<file path="src/rtl/instr_encoder.sv">
// Instruction encoder: converts MIPS-style instruction descriptors into 32-bit words
// and streams them as consecutive instruction-memory writes starting at BASE.
module instr_encoder #(
    parameter logic [31:0] BASE  = 32'h0000_0000,
    parameter int          DEPTH = 64
) (
    input  logic        clk,
    input  logic        reset,
    input  logic        start,
    input  logic        in_valid,
    output logic        in_ready,
    input  logic [4:0]  kind,
    input  logic [4:0]  rs,
    input  logic [4:0]  rt,
    input  logic [4:0]  rd,
    input  logic [15:0] imm,
    input  logic [25:0] target,
    output logic        out_valid,
    input  logic        out_ready,
    output logic [31:0] out_addr,
    output logic [31:0] out_data,
    output logic [15:0] count,
    output logic        done,
    output logic        err
);
    typedef enum logic [1:0] {IDLE = 2'b00, RUN = 2'b01, FULL = 2'b10} state_t;

    // 17 bits so that DEPTH = 65536 is still reachable
    localparam logic [16:0] DEPTH_C = 17'(DEPTH);

    function automatic logic [31:0] encode(
        input logic [3:0]  f_kind,
        input logic [4:0]  f_rs,
        input logic [4:0]  f_rt,
        input logic [4:0]  f_rd,
        input logic [15:0] f_imm,
        input logic [25:0] f_tgt
    );
        logic [31:0] w;
        w = 32'h0000_0000;
        case (f_kind)
            4'd0:    w = {6'b000000, f_rs, f_rt, f_rd, 5'b00000, 6'b100000};
            4'd1:    w = {6'b000000, f_rs, f_rt, f_rd, 5'b00000, 6'b100010};
            4'd2:    w = {6'b000000, f_rs, f_rt, f_rd, 5'b00000, 6'b100100};
            4'd3:    w = {6'b000000, f_rs, f_rt, f_rd, 5'b00000, 6'b100101};
            4'd4:    w = {6'b000000, f_rs, f_rt, f_rd, 5'b00000, 6'b101010};
            4'd5:    w = {6'b000000, f_rs, 15'h0000, 6'b001000};
            4'd6:    w = {6'b000010, f_tgt};
            4'd7:    w = {6'b000011, f_tgt};
            4'd8:    w = {6'b100011, f_rs, f_rt, f_imm};
            4'd9:    w = {6'b101011, f_rs, f_rt, f_imm};
            4'd10:   w = {6'b000100, f_rs, f_rt, f_imm};
            4'd11:   w = {6'b000101, f_rs, f_rt, f_imm};
            4'd12:   w = {6'b001000, f_rs, f_rt, f_imm};
            4'd13:   w = {6'b001100, f_rs, f_rt, f_imm};
            4'd14:   w = {6'b001101, f_rs, f_rt, f_imm};
            4'd15:   w = {6'b001010, f_rs, f_rt, f_imm};
            default: w = 32'h0000_0000;
        endcase
        return w;
    endfunction

    state_t      state_r, state_s;
    logic        out_valid_r, out_valid_s;
    logic [31:0] out_addr_r, out_addr_s;
    logic [31:0] out_data_r, out_data_s;
    logic [31:0] waddr_r, waddr_s;
    logic [16:0] count_r, count_s;
    logic        err_r, err_s;
    logic        done_r;
    logic        in_ready_s, accept_s;

    // Next-state, handshake and output-register update logic
    always_comb begin
        state_s     = state_r;
        out_valid_s = out_valid_r;
        out_addr_s  = out_addr_r;
        out_data_s  = out_data_r;
        waddr_s     = waddr_r;
        count_s     = count_r;
        err_s       = err_r;
        in_ready_s  = (state_r == RUN) & (~out_valid_r | out_ready);
        accept_s    = in_valid & in_ready_s;

        // A drained word retires in every state; a new accept below may reload it
        if (out_valid_r & out_ready) begin
            out_valid_s = 1'b0;
        end else begin
            out_valid_s = out_valid_r;
        end

        case (state_r)
            IDLE, FULL: begin
                if (start) begin
                    state_s = RUN;
                    waddr_s = BASE;
                    count_s = 17'd0;
                    err_s   = 1'b0;
                end else begin
                    state_s = state_r;
                end
            end
            RUN: begin
                if (accept_s & ~kind[4]) begin
                    out_valid_s = 1'b1;
                    out_addr_s  = waddr_r;
                    out_data_s  = encode(kind[3:0], rs, rt, rd, imm, target);
                    waddr_s     = waddr_r + 32'd4;
                    count_s     = count_r + 17'd1;
                    if (count_s == DEPTH_C) begin
                        state_s = FULL;
                    end else begin
                        state_s = RUN;
                    end
                end else if (accept_s) begin
                    err_s = 1'b1;
                end else begin
                    err_s = err_r;
                end
            end
            default: state_s = IDLE;
        endcase
    end

    // State and output registers; reset discards any pending word
    always_ff @(posedge clk or negedge reset) begin
        if (!reset) begin
            state_r     <= IDLE;
            out_valid_r <= 1'b0;
            out_addr_r  <= 32'h0000_0000;
            out_data_r  <= 32'h0000_0000;
            waddr_r     <= BASE;
            count_r     <= 17'd0;
            err_r       <= 1'b0;
            done_r      <= 1'b0;
        end else begin
            state_r     <= state_s;
            out_valid_r <= out_valid_s;
            out_addr_r  <= out_addr_s;
            out_data_r  <= out_data_s;
            waddr_r     <= waddr_s;
            count_r     <= count_s;
            err_r       <= err_s;
            done_r      <= (state_s == FULL);
        end
    end

    assign in_ready  = in_ready_s;
    assign out_valid = out_valid_r;
    assign out_addr  = out_addr_r;
    assign out_data  = out_data_r;
    assign count     = count_r[15:0];
    assign done      = done_r;
    assign err       = err_r;
endmodule

</file>
<file path="config.mk">
export PLATFORM = sky130hd
export DESIGN_NAME = instr_encoder
export DESIGN_NICKNAME = d
export VERILOG_FILES = /design/src/rtl/instr_encoder.sv
export SDC_FILE = /design/constraint.sdc
export NUM_CORES = 1
export LEC_CHECK = 0
export CAP_MARGIN = 10
export CORE_UTILIZATION = 40
export DETAILED_ROUTE_END_ITERATION = 16
export GPL_ROUTABILITY_DRIVEN = 1
export GPL_TIMING_DRIVEN = 0
export PLACE_DENSITY = 0.77
export SLEW_MARGIN = 0
export SYNTH_ARGS = -nofsm -noshare
export SYNTH_HDL_FRONTEND = slang
export SYNTH_SLANG_ARGS = --single-unit
</file>
<file path="constraint.sdc">
create_clock -name clk -period 2.1 [get_ports clk]
set_input_delay 0.42 -clock clk [delete_from_list [all_inputs] [get_ports clk]]
set_output_delay 0.42 -clock clk [all_outputs]
set_load 0.02 [all_outputs]
</file>
==> results.txt, run 1 <==
----------------------------------------------------
[Pwr]
  Peak VDD IR ... 0.5857 mV
  Power Density ... 915.0 nW/um2
  Total design power ... 7.491 mW
  Static Leakage ... 3.614 nW

[Global route]
  GRT Util Overall ... 21.84%
  Largest net degree at the start of global routing ... 74
  Global routing's busiest layer ... met2
  GR met3 Demand/Resource ... 7.700%
  Antenna violations before repair ... 0
  Global-route track usage on met2 ... 34.63%
  Global routing usage on met1 ... 27.68%
  Global-route wire length before repair ... 24,250 um
  Gr ovfl total ... 0
  Via count of the first global-routing pass ... 4,868

[Timing]
  Final clock period utilization by the worst path ... 97.64%
  Clock Skew ... 0.005731 ns
  Final hold violations ... 0
  Number of pins with negative max-slew slack in the final report ... 0
  Max Clk Rate ... 0.4877 GHz
  Worst slew slack as a fraction of its limit ... 62.50%
  Finish-stage setup viols ... 0
  Final min period ... 2.050 ns
  Worst hold-check slack ... 0.4731 ns
  RSZ-0062 raised after global routing ... true
  Worst Tran Pin Value ... 0.5625 ns
  Total negative setup slack ... 0 ns
  Post-route worst setup slack ... 0.04953 ns

[Routing]
  Drt pass-1 iters ... 5
  Violation count after the first detailed-route iteration ... 321
  Wire length reported by the detailed router ... 14,810 um
  Number of DRC violations after detailed routing ... 0
  Remaining antenna violation count after routing ... 0
  Wire length per cell ... 15.21 um
  Post-detailed-route via-to-cell ratio ... 5.097
  Via total after detailed routing ... 4,964

[Worst setup path]
  Crit path kind ... reg -> out
  Required time of the critical path ... 1.68 ns
  Beginning of the critical path ... count_r[0]$_DFFE_PN0P_
  Worst Setup Start Kind ... flop
  Worst r2r src ... count_r[0]$_DFFE_PN0P_
  Slack of the worst reg-to-reg path ... 0.06 ns
  Arrival time worst endpoint ... 1.63 ns
  Critical path capture point type ... primary output
  Depth of the most critical reg-to-reg path ... 7
  Maximum fanout count along the critical path ... 4

[Place]
  Count of input and output buffers ... 145
  Instance area after placement ... 7268 um2
  Placed instance count ... 927
  Placed wire-length estimate ... 10,250 um
  Worst-case setup slack after placement ... -0.6097 ns
  Gpl congestion ... 0.8326

[CTS]
  Buffer depth of the longest clock path ... 2
  CTS Buf Count ... 17
  Max H-tree Level ... 4
  Clock slew at reported path FFs ... 0.05 ns
  Source-to-sink clock delay at the later pin of the worst-skew pair ... 0.42 ns
  TritonCTS clock tree ... yes
  CTS sink count ... 113
  CTS Root Buffer Type ... sky130_fd_sc_hd__clkbuf_16

[Job]
  Max_cap viols ... 0

[Synthesis]
  Proportion of synthesized chip area in sequential cells ... 50.86%
  Yosys warning total ... 0
  Post-synthesis cell count ... 603
  Number of synthesized flops with an enable pin ... 0
  Async set or reset register ratio after synthesis ... 100.0%
  Most instantiated flip-flop cell in the synthesis netlist ... sky130_fd_sc_hd__dfrtp_1
  Synth unique cells ... 49
  Total standard cell area after synthesis ... 5560 um2
  Average cell area after synthesis ... 9.221 um2
  Total of flip-flops plus latches after synthesis ... 113

[Final layout]
  FF/Latch Area ... 2840 um2
  Share of cells above drive strength 1 ... 14.91%
  Area of all placed cells without fillers ... 8187 um2
  ANT cells ... 0
  Most frequent cells in the layout ... sky130_fd_sc_hd__clkdlybuf4s50_1 (143), sky130_fd_sc_hd__nand2_1 (133), sky130_fd_sc_hd__dfrtp_1 (103), sky130_fd_sc_hd__nor2_1 (67), sky130_fd_sc_hd__o21ai_0 (40)
  Share of the core filled with cells ... 61.09%
  Final Non-Filler Cells ... 974
  Final net count ... 854
  Area Growth Syn to Fin ... 47.23%
  Most common cell after layout, fill and taps aside ... sky130_fd_sc_hd__clkdlybuf4s50_1
  Multi-input gate area ... 2536 um2
  Filler cell count in the final layout ... 1,157

[Floorplanning]
  Io pins ... 151
  Die extent in x ... 119.9 um
  Area of the die ... 14,380 um2
  Site Rows ... 42
  Core area ... 13,400 um2
  Vertical die dimension ... 119.9 um
  Initial Util ... 41.49%

[Outcome]
  Run status ... completed

[Hold path]
  Path category of the worst min-delay check ... in -> async

----------------------------------------------------
[repair_timing]
item | 4_1_cts | 5_1_grt
endpoints found under the hold margin | 40 | 0
gates cloned | 0 | 1
setup endpoints to repair | 50 | 54
setup buffers | 1 | 13
resized for setup | 13 | 33
hold buffers | 1 | 0
pin swaps | 3 | 11
[path summary, 6_finish.rpt]
path,to
min in group clk,out_addr[25]$_DFFE_PN0P_
max in group asynchronous,count_r[10]$_DFFE_PN0P_
worst min-delay path,out_addr[22]$_DFFE_PN0P_
worst min register to register,out_addr[25]$_DFFE_PN0P_
worst max register to register,state_r[1]$_DFF_PN0_
worst max-delay path,count[0]
[report_power, final]
group	internal [mW]	total (mW)	switching (mW)
logic	0.825	1.64	0.811
registers	2.42	2.68	0.256
clock network	2.19	3.18	0.988
[Yosys cell counts (all sizes together), types with 3 or more instances]
master	number	area share, %
o31ai	3	0.65
nor3b	3	0.41
o21ai	41	3.7
nor2	68	4.7
a221oi	11	1.7
a222oi	5	0.90
nor3	15	1.6
nor2b	5	0.56
nor4	8	1.6
clkbuf	26	1.8
a31o	3	0.47
nand2b	5	0.70
xor2	17	2.7
inv	10	0.68
nand2	134	9.1
nand4	17	2.8
a21oi	12	1.1
a31oi	10	1.1
a211oi	3	0.41
nand3	16	1.5
xnor2	21	3.3
or3	5	0.56
dfrtp	113	51
mux2i	6	1.1
buf	28	3.3
[worst max-delay path, stage by stage (launching register included)]
cell and delay, ns:
sky130_fd_sc_hd__dfrtp_2 0.42, sky130_fd_sc_hd__buf_4 0.15, sky130_fd_sc_hd__buf_4 0.12, sky130_fd_sc_hd__clkdlybuf4s50_1 0.52
[per-layer routing]
metal  vias up  share of wire, %
met4         0               1.8
met1      2364                43
met3        30               7.3
met2       160                48
met5         -                 0
li1       2410                 -
[sequential cells by signal, summed over array words and instances (netlist names)]
name,cells
out_data,31
out_valid,1
out_addr,30
done,1
err,1
waddr_r,30
state_r,2
count_r,17
[final cells by class]
class / instances / area share, %
Buffer: 53 / 3.714
Clock buffer: 22 / 5.792
Clock inverter: 10 / 2.201
Inverter: 10 / 0.4585
Multi-Input combinational cell: 429 / 30.98
Sequential cell: 113 / 34.69
Tap cell: 176 / 2.690
Timing Repair Buffer: 161 / 19.47
[logic make-up (layout without fill, tap and decap cells)]
group,count (synthesis),in the layout,synth area share [%]
buf+inv,64,256,5.783
compound gates,95,95,11.07
xor+xnor,38,38,5.986
flops,113,113,50.86
fa+ha+maj,2,2,0.4500
simple gates,283,284,24.51
mux,7,7,1.283
other cells,1,3,0.06744
(Power assumes the default switching activity.)
==> inputs of run 2 (changes only) <==
--- a/config.mk
+++ b/config.mk
@@ -11,7 +11,7 @@
 export GPL_ROUTABILITY_DRIVEN = 1
 export GPL_TIMING_DRIVEN = 0
 export PLACE_DENSITY = 0.77
-export SLEW_MARGIN = 0
+export SKIP_CTS_REPAIR_TIMING = 1
 export SYNTH_ARGS = -nofsm -noshare
 export SYNTH_HDL_FRONTEND = slang
 export SYNTH_SLANG_ARGS = --single-unit
==> run 2 against run 1 <==
Compared with the run above:
- sequential power about the same
- hold slack about the same
- utilization is 0.13 points lower
- register-to-register slack about the same
- critical endpoint is now count[12]
==> results.txt, run 2 (synthesis gave the netlist of run 1 again) <==
----------------------------------------------------
[CTS]
  Clock slew at reported path FFs ... 0.05 ns (about the same)
  Source-to-sink clock delay at the later pin of the worst-skew pair ... 0.42 ns (about the same)
  Max H-tree Level ... 4 (unchanged)
  CTS Buf Count ... 17 (unchanged)
  CTS Root Buffer Type ... sky130_fd_sc_hd__clkbuf_16 (unchanged)
  Buffer depth of the longest clock path ... 2 (unchanged)
  CTS sink count ... 113 (unchanged)
  TritonCTS clock tree ... yes (unchanged)

[Worst setup path]
  Worst Setup Start Kind ... flop (unchanged)
  Critical Path Stages ... 2 (was 3)
  Buffers and inverters on the worst path ... 2 (was 3)
  Critical path capture point type ... primary output (unchanged)
  Crit path kind ... reg -> out (unchanged)
  Arrival time worst endpoint ... 1.64 ns (was 1.63 ns)
  Required time of the critical path ... 1.68 ns (about the same)
  Depth of the most critical reg-to-reg path ... 7 (unchanged)
  Critical path's largest stage delay ... 0.61 ns (was 0.52 ns)
  Kind of cell with the highest combined delay on the critical path ... buffers and inverters (unchanged)
  Maximum fanout count along the critical path ... 7 (was 4)
  Critical Path, Cell by Cell ... buf_4 -> clkdlybuf4s50_1 (was buf_4 -> buf_4 -> clkdlybuf4s50_1)
  Slowest CP cell ... sky130_fd_sc_hd__clkdlybuf4s50_1 (unchanged)

[Routing]
  Via total after detailed routing ... 4,969 (was 4,964)
  Number of DRC violations after detailed routing ... 0 (unchanged)
  Violation count after the first detailed-route iteration ... 289 (was 321)
  Remaining antenna violation count after routing ... 0 (unchanged)
  Post-detailed-route via-to-cell ratio ... 5.112 (was 5.097)
  Wire length reported by the detailed router ... 14,710 um (was 14,810 um)
  Wire length per cell ... 15.13 um (was 15.21 um)
  Drt pass-1 iters ... 5 (unchanged)

[Final layout]
  Area Growth Syn to Fin ... 46.92% (was 47.23%)
  Final net count ... 852 (was 854)
  Most common cell after layout, fill and taps aside ... sky130_fd_sc_hd__clkdlybuf4s50_1 (unchanged)
  ANT cells ... 0 (unchanged)
  Number of flip-flops in the largest register ... 31 (unchanged)
  Most frequent cells in the layout ... sky130_fd_sc_hd__clkdlybuf4s50_1 (143), sky130_fd_sc_hd__nand2_1 (133), sky130_fd_sc_hd__dfrtp_1 (107), sky130_fd_sc_hd__nor2_1 (67), sky130_fd_sc_hd__o21ai_0 (41) (was sky130_fd_sc_hd__clkdlybuf4s50_1 (143), sky130_fd_sc_hd__nand2_1 (133), sky130_fd_sc_hd__dfrtp_1 (103), sky130_fd_sc_hd__nor2_1 (67), sky130_fd_sc_hd__o21ai_0 (40))
  Filler cell count in the final layout ... 1,160 (was 1,157)
  Area of all placed cells without fillers ... 8169 um2 (was 8187 um2)
  Share of cells above drive strength 1 ... 14.32% (was 14.91%)

[Global route]
  Via count of the first global-routing pass ... 4,824 (was 4,868)
  Antenna violations before repair ... 0 (unchanged)
  Largest net degree at the start of global routing ... 74 (unchanged)
  GRT Util Overall ... 21.63% (was 21.84%)
  Global-route wire length before repair ... 24,030 um (was 24,250 um)
  Gr ovfl total ... 0 (unchanged)

[Floorplanning]
  Initial Util ... 41.49% (unchanged)
  Die extent in x ... 119.9 um (unchanged)
  Io pins ... 151 (unchanged)
  Area of the die ... 14,380 um2 (unchanged)
  Vertical die dimension ... 119.9 um (unchanged)
  Site Rows ... 42 (unchanged)
  Core area ... 13,400 um2 (unchanged)

[Pwr]
  Peak VDD IR ... 0.5880 mV (was 0.5857 mV)
  Power Density ... 916.6 nW/um2 (was 915.0 nW/um2)
  Static Leakage ... 3.609 nW (was 3.614 nW)

[Timing]
  Post-route worst setup slack ... 0.04221 ns (was 0.04953 ns)
  Worst Tran Pin Value ... 0.5515 ns (was 0.5625 ns)
  Clock Skew ... 0.005675 ns (was 0.005731 ns)
  Max Clk Rate ... 0.4860 GHz (was 0.4877 GHz)
  Final min period ... 2.058 ns (was 2.050 ns)
  Final hold violations ... 0 (unchanged)
  Final clock period utilization by the worst path ... 97.99% (was 97.64%)
  RSZ-0062 raised after global routing ... true (unchanged)
  Finish-stage setup viols ... 0 (unchanged)
  Number of pins with negative max-slew slack in the final report ... 0 (unchanged)
  Worst slew slack as a fraction of its limit ... 63.23% (was 62.50%)

[Place]
  Count of input and output buffers ... 145 (unchanged)
  Worst-case setup slack after placement ... -0.6097 ns (unchanged)
  Gpl congestion ... 0.8326 (unchanged)
  Placed wire-length estimate ... 10,250 um (unchanged)
  Instance area after placement ... 7268 um2 (unchanged)

[Job]
  Max_cap viols ... 0 (unchanged)

[Hold path]
  Cell depth of the worst min-delay path ... 2
  Path category of the worst min-delay check ... reg -> reg (was in -> async)

[Outcome]
  Run status ... completed (unchanged)

----------------------------------------------------
[run 2: cell type report]
cell class	count	area [um2]	area share, %
flip-flops and latches	113	2835	34.71
multi-input cells	429	2540	31.09
repair buffers	158	1575	19.28
clock buffers	22	474.2	5.805
plain buffers	54	306.5	3.752
well taps	176	220.2	2.696
clock inverters	10	180.2	2.206
inverters	10	37.54	0.4595
[run 2: per-layer routing]
layer,part of all wire (%),up-vias,track usage (%)
li1,-,2410,-
met1,43,2378,27.51
met2,48,158,34.27
met3,7.4,23,7.652
met4,1.5,0,6.875
met5,0,-,0
[run 2: stage by stage]
| stage | cells | utilization (%) | setup TNS (ns) | power, mW | hold slack (ns) |
|---|---|---|---|---|---|
| global placement | 926 | 54.02 | -467.99 | 4.153 | 0.4520 |
| detailed placement | 927 | 54.24 | -41.84 | 4.178 | 0.3589 |
| global route | 972 | 60.96 | -0.1858 | 7.793 | 0.4928 |
| finish | 972 | 60.96 | 0 | 7.488 | 0.4730 |
| CTS | 959 | 59.12 | -4.471 | 7.373 | -0.09085 |
| floorplan | 605 | - | 0 | 3.437 | 0.1244 |
[run 2: worst min-delay path: cells and delay by family, from the launching register on]
| kind | cells | cell delay, ns |
|---|---|---|
| AND/OR/NAND/NOR | 2 | 0.10 |
| flip-flops | 1 | 0.34 |
[run 2: final timing paths]
path                                          startpoint                  endpoint  slack, ns
max in group asynchronous                          reset    count_r[1]$_DFFE_PN0P_       0.93
min in group asynchronous                          reset  out_addr[22]$_DFFE_PN0P_       0.48
worst max register to register    count_r[7]$_DFFE_PN0P_      state_r[1]$_DFF_PN0_       0.06
worst min-delay path            out_addr[25]$_DFFE_PN0P_  out_addr[25]$_DFFE_PN0P_       0.47
worst max-delay path             count_r[12]$_DFFE_PN0P_                 count[12]       0.04
worst min register to register  out_addr[25]$_DFFE_PN0P_  out_addr[25]$_DFFE_PN0P_       0.47
[run 2: power by group]
group / internal (mW) / switching, mW
registers: 2.42 / 0.258
logic: 0.820 / 0.809
clock network: 2.19 / 0.991
